==> src/rtl/fetch_unit_if.sv <==
// rtl/fetch_unit_if.sv - instruction-memory request/ack bus between fetch and imem
interface fetch_unit_if #(
   parameter int XLEN = 32
) ();
   logic            imem_req;
   logic [XLEN-1:0] imem_addr;
   logic            imem_ack;
   logic [XLEN-1:0] imem_rdata;

   modport master (
      output imem_req,
      output imem_addr,
      input  imem_ack,
      input  imem_rdata
   );

   modport slave (
      input  imem_req,
      input  imem_addr,
      output imem_ack,
      output imem_rdata
   );
endinterface

==> src/rtl/fetch_unit.sv <==
// rtl/fetch_unit.sv - PC, imem handshake and DX pipeline register for the 3-stage core
module fetch_unit #(
   parameter int              XLEN     = 32,
   parameter logic [XLEN-1:0] RESET_PC = 32'h0000_0000,
   parameter logic [XLEN-1:0] NOP_INST = 32'h0000_0013
) (
   input  logic            clk,
   input  logic            rst_n,
   input  logic            stall_if,
   input  logic            stall_dx,
   input  logic            flush_dx,
   input  logic            br_taken,
   input  logic [XLEN-1:0] br_target,
   fetch_unit_if.master    imem,
   output logic [XLEN-1:0] pc_dx,
   output logic [XLEN-1:0] inst_dx,
   output logic            valid_dx
);

   typedef enum logic [1:0] {FETCH, HOLD, KILL} state_t;

   state_t          state, state_n;
   logic [XLEN-1:0] pc_f, pc_n;
   logic [XLEN-1:0] addr_q;
   logic            req_q;
   logic [XLEN-1:0] buf_pc, buf_inst;
   logic            buf_load;
   logic [XLEN-1:0] cand_pc, cand_inst;
   logic            cand_valid;
   logic            ack;
   logic [XLEN-1:0] tgt;

   assign imem.imem_req  = req_q;
   assign imem.imem_addr = addr_q;

   // An ack with no request outstanding is not a transfer.
   assign ack = imem.imem_ack & req_q;
   assign tgt = br_target & ~XLEN'(3);

   always_comb begin
      state_n    = state;
      pc_n       = pc_f;
      buf_load   = 1'b0;
      cand_pc    = pc_f;
      cand_inst  = NOP_INST;
      cand_valid = 1'b0;
      case (state)
         FETCH: begin
            if (br_taken) begin
               pc_n = tgt;
               if (req_q && !ack) state_n = KILL;
            end else if (ack) begin
               if (stall_if) begin
                  buf_load = 1'b1;
                  state_n  = HOLD;
               end else begin
                  cand_inst  = imem.imem_rdata;
                  cand_valid = 1'b1;
                  pc_n       = pc_f + XLEN'(4);
               end
            end
         end
         HOLD: begin
            if (br_taken) begin
               pc_n    = tgt;
               state_n = FETCH;
            end else if (!stall_if) begin
               cand_pc    = buf_pc;
               cand_inst  = buf_inst;
               cand_valid = 1'b1;
               pc_n       = buf_pc + XLEN'(4);
               state_n    = FETCH;
            end
         end
         KILL: begin
            if (br_taken) pc_n = tgt;
            if (ack) state_n = FETCH;
         end
         default: state_n = FETCH;
      endcase
   end

   always_ff @(posedge clk or negedge rst_n) begin
      if (!rst_n) begin
         state    <= FETCH;
         pc_f     <= RESET_PC;
         req_q    <= 1'b0;
         addr_q   <= RESET_PC;
         buf_pc   <= '0;
         buf_inst <= NOP_INST;
      end else begin
         state <= state_n;
         pc_f  <= pc_n;
         req_q <= (state_n != HOLD);
         // KILL keeps presenting the abandoned address until its ack drains it.
         if (state_n != KILL) addr_q <= pc_n;
         if (buf_load) begin
            buf_pc   <= pc_f;
            buf_inst <= imem.imem_rdata;
         end
      end
   end

   always_ff @(posedge clk or negedge rst_n) begin
      if (!rst_n) begin
         pc_dx    <= '0;
         inst_dx  <= NOP_INST;
         valid_dx <= 1'b0;
      end else if (flush_dx || br_taken) begin
         pc_dx    <= pc_f;
         inst_dx  <= NOP_INST;
         valid_dx <= 1'b0;
      end else if (!stall_dx) begin
         pc_dx    <= cand_pc;
         inst_dx  <= cand_inst;
         valid_dx <= cand_valid;
      end
   end

endmodule

==> src/flat_wrapper.sv <==
// flat-port wrapper written by rule: the top's interface ports become plain ports
module fetch_unit_flat 
#(
   parameter int              XLEN     = 32,
   parameter logic [XLEN-1:0] RESET_PC = 32'h0000_0000,
   parameter logic [XLEN-1:0] NOP_INST = 32'h0000_0013
)
  (clk, rst_n, stall_if, stall_dx, flush_dx, br_taken, br_target, pc_dx, inst_dx, valid_dx, imem_imem_req, imem_imem_addr, imem_imem_ack, imem_imem_rdata);
  fetch_unit_if #(.XLEN(XLEN)) imem_i ();
  input  logic clk;
  input  logic rst_n;
  input  logic stall_if;
  input  logic stall_dx;
  input  logic flush_dx;
  input  logic br_taken;
  input  logic [XLEN-1:0] br_target;
  output logic [XLEN-1:0] pc_dx;
  output logic [XLEN-1:0] inst_dx;
  output logic valid_dx;
  output wire logic [$bits(imem_i.imem_req)-1:0] imem_imem_req;
  output wire logic [$bits(imem_i.imem_addr)-1:0] imem_imem_addr;
  input wire logic [$bits(imem_i.imem_ack)-1:0] imem_imem_ack;
  input wire logic [$bits(imem_i.imem_rdata)-1:0] imem_imem_rdata;
  assign imem_imem_req = imem_i.imem_req;
  assign imem_imem_addr = imem_i.imem_addr;
  assign imem_i.imem_ack = imem_imem_ack;
  assign imem_i.imem_rdata = imem_imem_rdata;
  fetch_unit #(.XLEN(XLEN), .RESET_PC(RESET_PC), .NOP_INST(NOP_INST)) u_core (.clk(clk), .rst_n(rst_n), .stall_if(stall_if), .stall_dx(stall_dx), .flush_dx(flush_dx), .br_taken(br_taken), .br_target(br_target), .imem(imem_i), .pc_dx(pc_dx), .inst_dx(inst_dx), .valid_dx(valid_dx));
endmodule
==> config.mk <==
export PLATFORM = sky130hd
export DESIGN_NAME = fetch_unit_flat
export DESIGN_NICKNAME = d
export VERILOG_FILES = /design/src/rtl/fetch_unit_if.sv /design/src/rtl/fetch_unit.sv /design/src/flat_wrapper.sv
export SDC_FILE = /design/constraint.sdc
export NUM_CORES = 1
export LEC_CHECK = 0
export ABC_AREA = 0
export CORE_ASPECT_RATIO = 1.75
export CORE_MARGIN = 2
export CORE_UTILIZATION = 43
export CTS_BUF_LIST = sky130_fd_sc_hd__clkbuf_4 sky130_fd_sc_hd__clkbuf_8
export CTS_CLUSTER_DIAMETER = 100
export DETAILED_ROUTE_END_ITERATION = 8
export PLACE_DENSITY = 0.66
export SLEW_MARGIN = 15
export SYNTH_ARGS = -nofsm -noshare
export SYNTH_HDL_FRONTEND = slang
export SYNTH_SLANG_ARGS = --single-unit
==> constraint.sdc <==
create_clock -name clk -period 3.2 [get_ports clk]
set_clock_uncertainty 0.1 [all_clocks]
set_input_delay 0.64 -clock clk [delete_from_list [all_inputs] [get_ports clk]]
set_output_delay 0.64 -clock clk [all_outputs]
set_load 0.02 [all_outputs]
### After elaboration in Yosys (flattened, before gate mapping)

Cells that the tools add are included.

| cells by class | value |
|---|---|
| add/subtract/negate cells | 2 |
| equal/unequal tests | 5 |
| mux-type cells | 39 |
| bitwise operators | 1 |
| reductions and logical operators | 4 |

Operators by type and width:

| cell | count |
|---|---|
| 2-to-1 mux 32 bit | 18 |
| one-hot mux 32 bit (3 select lines) | 1 |
| adder 32 x 3 -> 32 bit (second input constant) | 2 |
| one-hot mux 32 bit (2 select lines) | 1 |
| 2-to-1 mux 2 bit | 7 |
| 2-to-1 mux 1 bit | 10 |
| one-hot mux 2 bit (3 select lines) | 1 |
| inequality test 2 x 1 -> 1 bit (second input constant) | 2 |
| equality test 2 x 1 -> 1 bit (second input constant) | 1 |
| equality test 2 bit (second input constant) | 1 |
| logical NOT 2 bit | 1 |
| inequality test 2 bit (second input constant) | 1 |
| one-hot mux 1 bit (2 select lines) | 1 |
| bitwise AND 1 bit | 1 |
| logical AND 1 bit | 1 |
| logical NOT 1 bit | 1 |
| logical OR 1 bit | 1 |

| word-level totals | value |
|---|---|
| bits in registers | 196 |
| bits of input ports | 71 |
| output and inout port bits | 98 |
| word-level logic and storage cells | 60 |

### Depth between registers and ports, before layout

Gate-level depths: netlist (run 1).

| logic depth | value |
|---|---|
| depth after elaboration | 7 |
| depth in mapped cells | 9 |
| depth with buffers taken out | 7 |

### Worst setup path after synthesis (run 1)

No wires, ideal clock.

| path | value |
|---|---|
| path type | input -> register |
| from | input port br_taken |
| to | register u_core.addr_q[7], in the netlist u_core.imem.imem_addr[7] |
| setup time | 0.125 ns |
| arrival time | 2.054 ns |
| data required time | 2.975 ns |
| path slack | 0.921 ns |
| stages | 8 |
| path buffers | 3 |
| cells stage by stage | buf_2 > buf_2 > buf_2 > mux2i_1 > mux2i_1 > a221oi_1 > o22ai_1 > mux2_2 |

| between the ends | value |
|---|---|
| elaborated cells on any way between the ends | 8 |
| those cells by class | eq/ne (1); mux (7) |

RTL lines:

| item | RTL line | text |
|---|---|---|
| from (decl) | flat_wrapper.sv:15 | `input logic br_taken;` |
| 2-to-1 mux 32 bit, on equally long branches | fetch_unit.sv:76, fetch_unit.sv:49, fetch_unit.sv:64 |  |
| one-hot mux 32 bit (3 select lines) (*) | fetch_unit.sv:47 | `case (state)` |
| net u_core.pc_n[7] | fetch_unit.sv:23 | `logic [XLEN-1:0] pc_f, pc_n;` |
| to (signal assigned) | fetch_unit.sv:96 | `if (state_n != KILL) addr_q <= pc_n;` |
| to (decl) | fetch_unit.sv:24 | `logic [XLEN-1:0] addr_q;` |

Mark *: on every way through the listed nets, which the timed path passes. The rest lies on a longest branch.
A chain may end at the register's enable or synchronous reset.

### Worst setup path in the final report (run 1)

| path | value |
|---|---|
| from | register u_core.buf_pc[2] |
| to | register u_core.addr_q[12], in the netlist u_core.imem.imem_addr[12] |

| between the ends | value |
|---|---|
| longest elaborated chain between the ends | 4 |

Ends and longest elaborated chain:

| item | RTL line | text |
|---|---|---|
| from (decl) | fetch_unit.sv:26 | `logic [XLEN-1:0] buf_pc, buf_inst;` |
| from (signal assigned) | fetch_unit.sv:98 | `buf_pc <= pc_f;` |
| adder 32 x 3 -> 32 bit | fetch_unit.sv:71 | `pc_n = buf_pc + XLEN'(4);` |
| 2-to-1 mux 32 bit | fetch_unit.sv:67 | `end else if (!stall_if) begin` |
| 2-to-1 mux 32 bit | fetch_unit.sv:64 | `if (br_taken) begin` |
| one-hot mux 32 bit (3 select lines) | fetch_unit.sv:47 |  |

No other way between the ends.

==> results.md, run 1 <==
- Drt first pass iters: 5
- Global-route wire length before repair: 55.4 mm
- Die width: roughly 120 µm
- Worst skew pair latency: a little over 500 ps
- Synth unique cells: just under 80
- Achievable Freq: around 360 MHz
- FP Rows: 76
- Mapped cell area: around 11,000 µm²
- WL final: approximately 37 mm
- FF-to-FF setup slack: 450 ps
- Syn Nets: 1,171
- Kind of critical path: register to register
- Count of flip-flops with a built-in enable after synthesis: 0
- Setup Fix Bufs, Post-CTS: 0
- Final hold vios: 0
- Hpwl dp: between 20 and 30 mm
- Fin crit share: a little under nine tenths
- Final Worst Setup Slack: between 400 and 500 ps
- Die H: approximately 210 µm
- Hold_sp: u_core.pc_dx[25]
- Final Non-Filler Cells: about 1,600
- Hold path depth: 2
- Critical path required time: around 3500 ps
- Port Buffer Count: ~170
- # resized after CTS: 0
- Post-synthesis sequential area ratio: roughly 46%
- CP max FO: 7
- Fillers: roughly 2,200
- Max rail drop VDD: 0.424 mV
- Mapped Cells: ~1,100
- Hold_ws: ~390 ps
- CTS tree: yes
- Drt drc: 0
- Iter 0 DRT Violations: approximately 720
- Hold Crit Class: register to register
- Largest net degree at the start of global routing: a little under 70
- Highest-count cells in the layout ignoring fill and taps: dfrtp_1 (190), clkdlybuf4s50_1 (164), nand2_1 (121)
- RSZ-0062 raised after global routing: false
- Cells after DPL: about 1,500
- Total gr overflow: 0
- Synth top area share: 44.2%
- Ys flop type: dfrtp_1
- Area Growth Syn to Fin: 24.6%
- Final Critical Period: approximately 2700 ps
- Max Cap Viol: 0
- Vias in the first global route: 9,629
- Root buf cell: clkbuf_8
- Power per Cell Area: 579 nW/µm²
- # IOs: between 150 and 200
- Dominant cell type by area after synthesis: dfrtp_1
- Reg2reg end: u_core.imem.imem_addr[12]
- Final setup fails: 0
- Commonest non-fill, non-tap cell in the layout: dfrtp_1
- CTS buffer count: 17
- Nets: about 1,300
- Antenna Nets Post-Route: 0
- FF-to-FF path depth: 8
- Share of cells above drive strength 1: 17.2%
- H-tree depth: 4
- Initial Util: ~44%
- Place WS: between 100 and 150 ps
- Via/cell ratio: between 6 and 7
- Initial antenna violation count: 0
- Gp weighted congestion: approximately 0.94
- Ys Warns: 0
- Pins Over Slew Limit: 0
- Critical R2R Launch: u_core.buf_pc[2]
- Avg Cell Area, Syn: between 9 and 10 µm²
- Via count: roughly 9,500
- TNS Setup: 0 ps
- # diodes: 0
- Endpoint, Worst Hold: u_core.pc_dx[25]
- Longest Clk Path Bufs: 2
- Hold-fix buffers, CTS: 1
- Per-cell routed wire length: 23.2 µm
- Worst-Margin Slew: 651 ps
- Max-slew headroom: between 50% and 60%
- Clock sinks: 196
- Core area: about 25,000 µm²
- Total GRT Usage: ~29%
- Number of synthesized register bits: just under 200
- Die area: ~26,000 µm²
- Crit path launch type: register
- CP Capture Type: register
- Standby leakage power: approximately 5.3 nW
- Outcome: finished, final reports clean
- Synth top area cells: dfrtp_1 (44%), mux2_2 (9.5%), o21ai_0 (4.6%)
- Arrival time of the worst setup path: around 3100 ps
- Clock slew at reported path FFs: between 100 and 150 ps
- Async SR Flop Fraction: 100%
stage by stage:
step | total power [mW] | utilization (%) | cell area (µm²)
finish | 7.76 | 54.4 | 13400
global route | 8.14 | 54.4 | 13400
CTS | 7.80 | 54.4 | 13400
detailed placement | 6.11 | 52.7 | 13000
global placement | 6.04 | 52.7 | 13000
floorplan | 4.94 | - | 10700
synthesized netlist by cell type, types with 4 or more instances:
cell and n:
nor2b_1 11, clkbuf_2 4, xnor2_1 12, mux2_2 91
a31oi_1 19, a211o_1 8, or3_1 5, and4_1 6
a221o_1 5, and2_1 6, xor2_1 5, o32a_1 4
dfrtp_1 190, nor4_1 9, a21o_1 5, buf_4 4
a221oi_1 7, a22oi_1 32, inv_1 15, buf_2 36
o21ai_0 98, o22ai_1 5, nand3_1 31, dfstp_2 6
mux2i_1 48, a211oi_1 6, nor3_1 17, and3_1 13
nand4_1 25, clkbuf_1 48, a21oi_1 52, nand3b_1 4
a41o_1 5, nor2_1 74, nand2_1 121, o221ai_1 4
state kept, by name (all words and copies together), names as in the netlist:
| register | flops |
|---|---|
| u_core.inst_dx | 32 |
| u_core.buf_inst | 32 |
| u_core.pc_dx | 32 |
| u_core.buf_pc | 32 |
| u_core.imem.imem_addr | 32 |
| u_core.state | 2 |
| u_core.pc_f | 32 |
| u_core.valid_dx | 1 |
| u_core.imem.imem_req | 1 |
kinds of logic after synthesis:
| logic type | count (synthesis) | synth area share (%) |
|---|---|---|
| buffers and inverters | 109 | 4.48 |
| adder cells (fa/ha/maj) | 2 | 0.233 |
| flip-flops | 196 | 45.7 |
| multiplexers | 140 | 14.1 |
| AO/OA/AOI/OAI | 287 | 17.5 |
| AND/OR/NAND/NOR | 347 | 16.6 |
| XOR/XNOR | 17 | 1.39 |
worst max-delay path by stage:
stage                                      to  slack [ps]        startpoint
floorplan            u_core.imem.imem_addr[7]         920          br_taken
global placement    u_core.imem.imem_addr[19]         150          stall_if
detailed placement  u_core.imem.imem_addr[19]         150          stall_if
CTS                 u_core.imem.imem_addr[26]         500  u_core.buf_pc[2]
global route        u_core.imem.imem_addr[12]         290  u_core.buf_pc[2]
finish              u_core.imem.imem_addr[12]         450  u_core.buf_pc[2]
report_power, final:
group / switching, mW / internal, mW
Sequential: 0.724 / 3.02
Clock: 0.973 / 0.711
Combinational: 1.20 / 1.13
critical path, cell delays in order (launching register included):
cell and delay (ps):
dfrtp_1 490, ha_1 260, nand4_1 360, nor3_1 300, xnor2_1 110, o21ai_0 450
a21oi_1 200, buf_4 170, o31ai_1 230
per-layer routing:
layer,vias up,share of wire (%),global-route usage (%)
li1,4330,-,-
met1,4686,35,30.4
met2,398,51,49.1
met3,122,5.3,5.34
met4,0,8.6,22.1
met5,-,0,0
layout make-up:
| type | instances | area (µm²) | area share [%] |
|---|---|---|---|
| repair buffers | 229 | 2260 | 16.9 |
| clock buffers | 17 | 234 | 1.75 |
| multi-input cells | 793 | 5370 | 40.1 |
| well taps | 312 | 390 | 2.92 |
| flip-flops and latches | 196 | 4910 | 36.7 |
| inverters | 15 | 56.3 | 0.421 |
| clock inverters | 15 | 165 | 1.23 |
Power figures use the tool's default switching activity.
==> run 2: changes to the inputs <==
--- a/config.mk
+++ b/config.mk
@@ -8,11 +8,11 @@
 export ABC_AREA = 0
 export CORE_ASPECT_RATIO = 1.75
 export CORE_MARGIN = 2
-export CORE_UTILIZATION = 43
+export CORE_UTILIZATION = 55
 export CTS_BUF_LIST = sky130_fd_sc_hd__clkbuf_4 sky130_fd_sc_hd__clkbuf_8
 export CTS_CLUSTER_DIAMETER = 100
 export DETAILED_ROUTE_END_ITERATION = 8
-export PLACE_DENSITY = 0.66
+export PLACE_DENSITY = 0.81
 export SLEW_MARGIN = 15
 export SYNTH_ARGS = -nofsm -noshare
 export SYNTH_HDL_FRONTEND = slang
==> constraint.sdc (replaced) <==
create_clock -name clk -period 3.37 [get_ports clk]
set_clock_uncertainty 0.1 [all_clocks]
set_input_delay 0.674 -clock clk [delete_from_list [all_inputs] [get_ports clk]]
set_output_delay 0.674 -clock clk [all_outputs]
set_load 0.02 [all_outputs]
==> results.md, run 2 (synthesis gave the netlist of run 1 again) <==
- Max Cap Viol: 0 (unchanged)
- WP buf/inv: 1 (unchanged)
- Drt drc: 0 (unchanged)
- CP Capture Type: register
- Largest stage delay on the critical path: 720 ps (+230 ps)
- Area Growth Syn to Fin: 22.4%
- CP max FO: 15 (+8)
- Clock sinks: 196 (unchanged)
- Die H: 189 µm (-11%)
- Hpwl dp: 25.6 mm (-6.1%)
- Gp weighted congestion: 1.04 (+11%)
- Hold Crit Class: input pin to asynchronous set/reset pin
- Via/cell ratio: 6.48 (+7.1%)
- Die width: 110 µm (-11%)
- Max rail drop VDD: 0.498 mV (+18%)
- Per-cell routed wire length: 23.5 µm (+1.3%)
- Root buf cell: clkbuf_8
- WL final: 35.0 mm (-4.3%)
- CTS buffer count: 17 (unchanged)
- Max-slew headroom: 43.6% (-13 points)
- Hold-fix buffers, CTS: 0 (-1)
- Highest-count cells in the layout ignoring fill and taps: dfrtp_1 (190), clkdlybuf4s50_1 (164), nand2_1 (121)
- Core area: 19,200 µm² (-22%)
- Clock slew at reported path FFs: 110 ps (about the same)
- Final setup fails: 0 (unchanged)
- FP Rows: 67 (-12%)
- Kind of critical path: register to register
- # IOs: 169 (unchanged)
- Initial antenna violation count: 0 (unchanged)
- Worst-path cell chain: buf_4 > o21a_1 > nand2_1 > nand2_1 > a21oi_1 > a21oi_1 > mux2_2
- Crit path launch type: register
- Final Critical Period: 2900 ps (+150 ps)
- Initial Util: 56.0% (+12 points)
- CTS tree: yes
- Achievable Freq: 345 MHz (-5.2%)
- Commonest non-fill, non-tap cell in the layout: dfrtp_1
- Largest delay share family, worst path: compound AO/OA/AOI/OAI gates
- RSZ-0062 raised after global routing: false
- Critical path required time: 3720 ps (+200 ps)
- Fillers: 1,533 (-30%)
- Share of cells above drive strength 1: 16.3% (-0.98 points)
- Antenna Nets Post-Route: 0 (unchanged)
- Worst-Margin Slew: 837 ps (+186 ps)
- Final hold vios: 0 (unchanged)
- Drt first pass iters: 5 (unchanged)
- TNS Setup: 0 ps (unchanged)
- # diodes: 0 (unchanged)
- Worst skew pair latency: 500 ps (about the same)
- Total GRT Usage: 35.1% (+6.4 points)
- Vias in the first global route: 9,926 (+3.1%)
- Fin crit share: 85.9% (+0.13 points)
- H-tree depth: 4 (unchanged)
- Nets: 1,309 (-1.2%)
- Via count: 9,652 (+1.2%)
- Outcome: finished, final reports clean
- Iter 0 DRT Violations: 761 (+5.1%)
- Pins Over Slew Limit: 0 (unchanged)
- Largest net degree at the start of global routing: 88 (+28%)
- Power per Cell Area: 565 nW/µm² (-2.5%)
- CP max stage cell: dfrtp_1
- Core Util, Final: 68.5% (+14 points)
- Arrival time of the worst setup path: 3240 ps (+170 ps)
- # resized after CTS: 0 (unchanged)
- Standby leakage power: 5.24 nW (-1.3%)
- Longest Clk Path Bufs: 2 (unchanged)
- Total gr overflow: 0 (unchanged)
- Die area: 20,700 µm² (-21%)
- Global-route wire length before repair: 54.0 mm (-2.6%)
- Setup Fix Bufs, Post-CTS: 0 (unchanged)
- Port Buffer Count: 166 (unchanged)
run 2: changes by cell type in the layout (fill, tap and decap cells not counted):
cell	delta
clkinvlp_4	-3
clkbuf_8	+3
buf_4	-10
dlygate4sd3_1	-1
buf_12	-5
inv_6	-1
bufinv_16	+1
run 2: path summary, 6_finish.rpt:
kind	startpoint	endpoint	slack [ps]	cells past startpoint
worst min register to register	u_core.pc_dx[23]	u_core.pc_dx[23]	390	2
worst max register to register	u_core.state[1]	u_core.imem.imem_addr[17]	470	7
min in group clk	u_core.pc_dx[23]	u_core.pc_dx[23]	390	2
max in group asynchronous	rst_n	u_core.buf_inst[6]	2220	2
worst min-delay path	rst_n	u_core.buf_inst[15]	70	1
worst max-delay path	u_core.state[1]	u_core.imem.imem_addr[17]	470	7
run 2: cell type report:
| type | instances | area, µm² | share of cell area (%) |
|---|---|---|---|
| Tap cell | 241 | 302 | 2.29 |
| Timing Repair Buffer | 213 | 2080 | 15.8 |
| Inverter | 15 | 56.3 | 0.428 |
| Clock inverter | 12 | 164 | 1.25 |
| Sequential cell | 196 | 4910 | 37.3 |
| Multi-Input combinational cell | 793 | 5370 | 40.8 |
| Clock buffer | 20 | 275 | 2.09 |
run 2: through the flow:
| step | std cells | hold slack (ps) | setup WS [ps] | cell area [µm²] | power (mW) |
|---|---|---|---|---|---|
| after floorplan | 1098 | 278 | 1060 | 10700 | 4.69 |
| after global placement | 1458 | 361 | 198 | 12700 | 5.66 |
| after detailed placement | 1458 | 369 | 154 | 12700 | 5.73 |
| after CTS | 1490 | 104 | 684 | 13200 | 7.42 |
| after global routing | 1490 | 116 | 326 | 13200 | 7.77 |
| final | 1490 | 72.3 | 474 | 13200 | 7.43 |
run 2: metal layers:
metal | GRT usage, % | part of all wire, % | vias up
met5 | 0 | 0 | -
met4 | 30.6 | 11 | 0
met3 | 8.12 | 6.8 | 183
met2 | 57.4 | 49 | 498
met1 | 36.7 | 34 | 4672
li1 | - | - | 4299
run 2: power by group:
group	switching [mW]	internal, mW	total (mW)	leakage, nW
registers	0.684	2.87	3.56	2.43
clock network	0.896	0.809	1.71	0.227
logic	1.12	1.05	2.17	2.59
run 2: worst register-to-register path, cell delays in order (launching register included):
cell and delay (ps):
dfrtp_1 720, buf_4 340, o21a_1 550, nand2_1 120, nand2_1 100, a21oi_1 50, a21oi_1 570, mux2_2 290
